<file path="src/rtl/mux_pkg.sv">
// Shared types and helpers for the N:1 pipelined selector (mux_n_pipe) and its skid slice.
package mux_pkg;

    localparam int MUX_DEFAULT_WIDTH = 16;

    // Occupancy of the 2-entry slice: nothing held, output register only, output + skid.
    typedef enum logic [1:0] {
        SKID_EMPTY = 2'd0,
        SKID_BUSY  = 2'd1,
        SKID_FULL  = 2'd2
    } skid_state_e;

    function automatic int sel_width(input int n);
        return (n <= 2) ? 1 : $clog2(n);
    endfunction

endpackage

</file>
<file path="src/rtl/mux_n_pipe_skid_buffer.sv">
// skid_buffer: 2-entry valid/ready register slice (output register plus one skid register).
// Valid/ready: a beat moves on a rising edge where valid && ready are both high; the upstream
// side is ready whenever the skid slot is empty (state != SKID_FULL), and the caller derives
// its ready from the exported state.
module skid_buffer
    import mux_pkg::*;
#(
    parameter int WIDTH = MUX_DEFAULT_WIDTH
) (
    input  logic             clk,
    input  logic             rst_n,
    input  logic             in_valid,
    input  logic [WIDTH-1:0] in_data,
    input  logic             out_ready,
    output logic             out_valid,
    output logic [WIDTH-1:0] out_data,
    output skid_state_e      state
);

    typedef logic [WIDTH-1:0] data_t;

    skid_state_e state_q, state_d;
    data_t       out_data_q, out_data_d;
    data_t       skid_data_q, skid_data_d;
    logic        accept;

    always_comb begin
        state_d     = state_q;
        out_data_d  = out_data_q;
        skid_data_d = skid_data_q;
        accept      = in_valid && (state_q != SKID_FULL);
        case (state_q)
            SKID_EMPTY: begin
                if (accept) begin
                    out_data_d = in_data;
                    state_d    = SKID_BUSY;
                end
            end
            SKID_BUSY: begin
                if (out_ready) begin
                    if (accept) out_data_d = in_data;
                    else        state_d    = SKID_EMPTY;
                end else if (accept) begin
                    skid_data_d = in_data;
                    state_d     = SKID_FULL;
                end
            end
            SKID_FULL: begin
                // Upstream is blocked here, so the skid beat always drains before anything newer.
                if (out_ready) begin
                    out_data_d = skid_data_q;
                    state_d    = SKID_BUSY;
                end
            end
            default: state_d = SKID_EMPTY;
        endcase
    end

    always_ff @(posedge clk or negedge rst_n) begin
        if (!rst_n) begin
            state_q     <= SKID_EMPTY;
            out_data_q  <= '0;
            skid_data_q <= '0;
        end else begin
            state_q     <= state_d;
            out_data_q  <= out_data_d;
            skid_data_q <= skid_data_d;
        end
    end

    assign out_valid = (state_q != SKID_EMPTY);
    assign out_data  = out_data_q;
    assign state     = state_q;

endmodule

</file>
<file path="src/rtl/mux_n_pipe.sv">
// mux_n_pipe: N:1 channel selector feeding a flow-controlled 2-entry output slice.
// Optional sticky illegal-select flag enabled by defining MUX_N_SEL_ERR_EN.
module mux_n_pipe
    import mux_pkg::*;
#(
    parameter  int WIDTH = MUX_DEFAULT_WIDTH,
    parameter  int N     = 4,
    localparam int SEL_W = sel_width(N)
) (
    input  logic             clk,
    input  logic             rst_n,
    input  logic [WIDTH-1:0] in_data [N],
    input  logic [N-1:0]     in_valid,
    output logic [N-1:0]     in_ready,
    input  logic [SEL_W-1:0] sel,
    output logic [WIDTH-1:0] out_data,
    output logic             out_valid,
    input  logic             out_ready,
    output logic             sel_err
);

    typedef logic [WIDTH-1:0] data_t;

    skid_state_e skid_state;
    logic        skid_full;
    logic        sel_hit;
    logic        sel_valid;
    data_t       sel_data;

    assign skid_full = (skid_state == SKID_FULL);

    // sel_hit stays low for sel >= N, which keeps every in_ready low and blocks the accept.
    always_comb begin
        sel_hit   = 1'b0;
        sel_valid = 1'b0;
        sel_data  = '0;
        in_ready  = '0;
        for (int i = 0; i < N; i++) begin
            if (sel == SEL_W'(i)) begin
                sel_hit     = 1'b1;
                sel_valid   = in_valid[i];
                sel_data    = in_data[i];
                in_ready[i] = !skid_full;
            end
        end
    end

    skid_buffer #(.WIDTH(WIDTH)) u_skid (
        .clk       (clk),
        .rst_n     (rst_n),
        .in_valid  (sel_hit && sel_valid),
        .in_data   (sel_data),
        .out_ready (out_ready),
        .out_valid (out_valid),
        .out_data  (out_data),
        .state     (skid_state)
    );

`ifdef MUX_N_SEL_ERR_EN
    logic sel_err_q, sel_err_d;

    always_comb begin
        sel_err_d = sel_err_q | (!sel_hit && (|in_valid));
    end

    always_ff @(posedge clk or negedge rst_n) begin
        if (!rst_n) sel_err_q <= 1'b0;
        else        sel_err_q <= sel_err_d;
    end

    assign sel_err = sel_err_q;
`else
    assign sel_err = 1'b0;
`endif

endmodule
</file>
<file path="config.mk">
export PLATFORM = sky130hd
export DESIGN_NAME = mux_n_pipe
export DESIGN_NICKNAME = d
export VERILOG_FILES = /design/src/rtl/mux_pkg.sv /design/src/rtl/mux_n_pipe_skid_buffer.sv /design/src/rtl/mux_n_pipe.sv
export SDC_FILE = /design/constraint.sdc
export NUM_CORES = 1
export LEC_CHECK = 0
export BUFFER_PORTS_ARGS = -buffer_cell sky130_fd_sc_hd__buf_2
export CAP_MARGIN = 20
export CORE_MARGIN = 2
export CORE_UTILIZATION = 35
export CTS_BUF_LIST = sky130_fd_sc_hd__clkbuf_8
export CTS_CLUSTER_DIAMETER = 60
export DETAILED_ROUTE_END_ITERATION = 8
export GPL_ROUTABILITY_DRIVEN = 0
export PLACE_DENSITY = 0.7
export SLEW_MARGIN = 0
export SYNTH_ARGS = -nofsm -noshare
export SYNTH_HDL_FRONTEND = slang
export SYNTH_HIERARCHICAL = 1
export SYNTH_SLANG_ARGS = --single-unit
</file>
<file path="constraint.sdc">
create_clock -name clk -period 1.4 [get_ports clk]
set_input_delay 0.14 -clock clk [delete_from_list [all_inputs] [get_ports clk]]
set_output_delay 0.14 -clock clk [all_outputs]
set_load 0.01 [all_outputs]
</file>
Word-level counts from Yosys, hierarchy flattened

Index checks and enable logic that the tools add are counted.

Register bits: 34
Input port bits: 73
Output and inout port bits: 22
Word-level logic and storage cells: 51

Equality and inequality tests: 11
Mux-type cells: 26
Bitwise operators: 1
Reduce and logical (&&, ||, !) cells: 10

Operators by type and width:

| operator                                              | count |
|---|---|
| two-way mux 16 bit                                    | 7 |
| one-hot mux 16 bit (3 select lines)                   | 1 |
| two-way mux 1 bit                                     | 12 |
| two-way mux 2 bit                                     | 5 |
| == test 2 bit, second input constant                  | 3 |
| inequality test 2 bit, second input constant          | 3 |
| one-hot mux 2 bit (3 select lines)                    | 1 |
| AND reduction 3 bit                                   | 2 |
| == test 2 x 1 -> 1 bit, second input constant         | 2 |
| logical NOT 2 bit                                     | 2 |
| AND reduction 4 bit                                   | 1 |
| inequality test 3 x 2 -> 1 bit, second input constant | 1 |
| inequality test 3 bit, second input constant          | 1 |
| nonzero test 3 bit                                    | 1 |
| logical AND 1 bit                                     | 2 |
| inequality test 2 x 1 -> 1 bit, second input constant | 1 |
| nonzero test 2 bit                                    | 1 |
| logical NOT 1 bit                                     | 1 |
| inverter 1 bit                                        | 1 |

Longest topological paths before layout

Depth in word-level cells: 10
Mapped depth: 7
Depth with buffers taken out: 4

By module

The synthesis kept the hierarchy.

By module, submodules not included:

| module      | instances | cells each | area an instance (um^2) | seq. area each (um^2) |
|---|---|---|---|---|
| skid_buffer | 1         | 100        | 1610.3                  | 850.8 |
| mux_n_pipe  | 1         | 28         | 465.4                   | 0.0 |

Worst setup path before layout

OpenSTA, ideal clock, no wires.

Path kind: in2reg
Start: in sel[0]
End: reg u_skid.skid_data_q[5]
Arrival: 1716 ps
Path slack: -444 ps
Stages: 7
Buffers on the path: 3
Cells stage by stage: buf_6 -> mux4_2 -> nor2b_1 -> and2_1 -> buf_4 -> buf_6 -> mux2_1

Longest elaborated chain between the ends: 8
Elaborated cells between the ends (all ways): 19
Those cells by class: eq/ne: 3; mux: 12; reduce/logical: 4

RTL lines:

| what                            | RTL line                     | text |
|---|---|---|
| from (decl)                     | mux_n_pipe.sv:15             | `input logic [SEL_W-1:0] sel,` |
| logical NOT 2 bit               | mux_n_pipe.sv:39             | `if (sel == SEL_W'(i)) begin` |
| two-way mux 1 bit (4 in series) | mux_n_pipe.sv:39             |  |
| logical AND 1 bit               | mux_n_pipe.sv:51             | `.in_valid (sel_hit && sel_valid),` |
| logical AND 1 bit               | mux_n_pipe_skid_buffer.sv:31 | `accept = in_valid && (state_q != SKID_FULL);` |
| AND reduction 3 bit (no line)   | -                            |  |
| to (signal assigned)            | mux_n_pipe_skid_buffer.sv:67 | `skid_data_q <= skid_data_d;` |
| to (decl)                       | mux_n_pipe_skid_buffer.sv:24 | `data_t skid_data_q, skid_data_d;` |

Parallel ways exist; a longest one is shown, timed or not.
A chain may end at the register's enable or synchronous reset.

Worst setup path in the final report

Start: reg u_skid.state_q[0] (netlist: u_skid/state[0])
End: reg u_skid.out_data_q[8] (netlist: u_skid/out_data[8])

Longest elaborated chain between the ends: 5
Elaborated cells between the ends (all ways): 12
Those cells by class: eq/ne: 5; mux: 3; reduce/logical: 4

RTL lines:

| what                                | RTL line                     | text |
|---|---|---|
| from (decl)                         | mux_n_pipe_skid_buffer.sv:22 | `skid_state_e state_q, state_d;` |
| from (signal assigned)              | mux_n_pipe_skid_buffer.sv:65 | `state_q <= state_d;` |
| inequality test 2 bit               | mux_n_pipe_skid_buffer.sv:31 |  |
| logical AND 1 bit                   | mux_n_pipe_skid_buffer.sv:31 |  |
| two-way mux 16 bit (2 in series)    | -                            |  |
| one-hot mux 16 bit (3 select lines) | mux_n_pipe_skid_buffer.sv:32 | `case (state_q)` |
| to (signal assigned)                | mux_n_pipe_skid_buffer.sv:66 | `out_data_q <= out_data_d;` |
| to (decl)                           | mux_n_pipe_skid_buffer.sv:23 | `data_t out_data_q, out_data_d;` |

Parallel ways exist; a longest one is shown, timed or not. The select of a mux whose other input is x is not followed.

==> metrics.cfg <==
[route]
dr_wl_met2_um=2626
wl_per_cell_um=16.43
via_count=1519
via_per_inst=4.822
firstDrtPassIters=3
ant_nets=0
drc_errors=0
routed_wl_um=5177
drtIter0Drc=64
wl_met3_um=252
top_layer=met4
met1_length_um=2211

[timing]
setup_viol=33
worst_slack_ns=-0.1335
fin_crit_ns=1.533
fmax_mhz=652.1
rsz0062_at_grt=true
finalCritPeriodShare_pct=109.5
hold_violations=0
hold_slack_ns=0.1529
final.setup.tns_ns=-2.021
report.final.slew_viol_count=0
finClkSkew_ns=0.003875

[cts]
cts_buffers=5
root_buffer=clkbuf_8
cts_tree=built
insertion_delay_ns=0.28
ctsLongestPathBuffers=2
cts_max_level=2
clkSlewWorstSetupHoldPaths_ns=0.06
cts.sinks=34

[floorplanning]
core_um2=5816
design.portCount=95
die_h_um=81.01
dieArea_um2=6563
die_w_um=81.01
start_util_pct=35.69
rows=28

[worst_setup_path]
ff2ff_path_depth=5
end_kind=flop
cp-start-kind=flop
crit_cells=5
arrival_ns=1.70
path_max_fanout=7
cp.buffers_inverters=2
slowest_delay_ns=0.40
cp_slowest_cell=dfrtp_1
worstPathRequired_ns=1.57
critPathTopFamily=multiplexers
path_cells=buf_6 > nor2b_4 > buf_6 > mux2_4 > mux2_4
path_class=flop to flop

[yosys]
ys_seq_area_share_pct=40.99
synthCells=128
synth_edf_count=0
synth_flop_cell=dfrtp_1
yosysTopAreaCell=dfrtp_1
synth_area_per_cell_um2=16.22
synth_top_cells_by_area=dfrtp_1 41%, mux4_2 17%, mux2_4 13%
syn_area_um2=2076
synth_fp_nets=201
ys_seq_elements=34
synth_top_area_share_pct=40.99
synth.distinct_cells=25
ys_warn_count=6
async_flop_share_pct=100.0

[status]
status=complete, but fails checks
violations=setup timing

[global_route]
grt_pass1_vias=1633
grt_usage_pct=15.76
grt_overflow_total=0
grt_pass1_wl_um=7838
grt_max_degree=35
antenna_found_initial=0

[finish]
area_growth_pct=42.44
antenna_cells=0
final_common_cell=buf_2
final_cell_mix=92 x buf_2, 47 x mux2_4, 33 x dfrtp_1, 17 x buf_4, 16 x mux4_2
nets=313
instances_no_fill=315
drive_gt1_share_pct=81.67

[power]
total_power_mw=4.489
leakage_nw=1.453
ir_worst_vdd_mv=0.6248
p_per_area_nw_per_um2=1518

[placement]
dp.final_hpwl_um=3876
dp_cells=302
port-buffer-count=93

[run]
cap_violations=0

[worst_hold_path]
hold_path_class=primary input to flop
holdPathStages=3

## metal layers
metal	vias to the layer above	track usage [%]
met4	0	5.254
li1	709	-
met3	7	3.222
met1	760	19.49
met5	-	0
met2	43	27.44
## stage by stage
stage / utilization, % / cell area, um2 / worst slack [ns]
2_1_floorplan: - / 2110 / -0.3562
3_3_place_gp: 46.00 / 2675 / -0.3838
3_5_place_dp: 46.00 / 2675 / -0.4475
4_1_cts: 49.42 / 2874 / -0.1361
5_1_grt: 50.84 / 2957 / -0.1676
6_report: 50.84 / 2957 / -0.1335
## final timing paths
path | startpoint | to | slack (ns)
worst min register to register | u_skid/out_data[7] | u_skid/out_data[7] | 0.51
worst max register to register | u_skid/state[0] | u_skid/out_data[8] | -0.13
worst min-delay path | out_ready | u_skid/state[1] | 0.15
min in group asynchronous | rst_n | u_skid/out_data[0] | 0.42
worst max-delay path | u_skid/state[0] | u_skid/out_data[8] | -0.13
max in group asynchronous | rst_n | u_skid/state[1] | 0.65
## state kept, by name, indices dropped and copies added (netlist names)
signal              flops
u_skid/out_data        16
u_skid/skid_data_q     16
u_skid/state            2
## timing repair
action / in CTS / in global routing
gates cloned: 1 / 0
hold buffers: 1 / 0
pin swaps: 1 / 0
buffers inserted: 4 / 0
setup endpoints to repair: 37 / 37
resized for setup: 18 / 22
endpoints found under the hold margin: 34 / 0
## worst min-delay path, stage by stage
cell and delay [ns]:
buf_2 0.09, buf_4 0.12, nor2_1 0.04
## cells by family (layout without fill, tap and decap cells)
group / Yosys count / after routing / share of synthesized area, %
other cells: 1 / 1 / 0.1807
flops: 34 / 34 / 40.99
mux: 66 / 66 / 48.40
buf+inv: 10 / 121 / 4.701
compound gates: 4 / 4 / 1.568
simple gates: 13 / 14 / 4.159
## power breakdown
part / internal, mW / leakage, nW / total (mW) / switching (mW)
Sequential: 1.47 / 0.401 / 1.74 / 0.268
Clock: 0.333 / 0.0438 / 0.661 / 0.328
Combinational: 1.34 / 1.01 / 2.09 / 0.752
## cells in the mapped netlist, drive strengths merged, types with 2 or more instances
cell type and count:
mux2 48, dfrtp 34, mux4 17, buf 10, nor2b 4, a21oi 2, nor3b 2
## area by class of cell
type	instances	area, um2
clock buffers	5	68.82
clock inverters	2	10.01
fillers	504	2859
multi-input cells	85	1285
flip-flops and latches	34	852.1
well taps	75	93.84
repair buffers	114	646.9
Power figures use the tool's default switching activity.
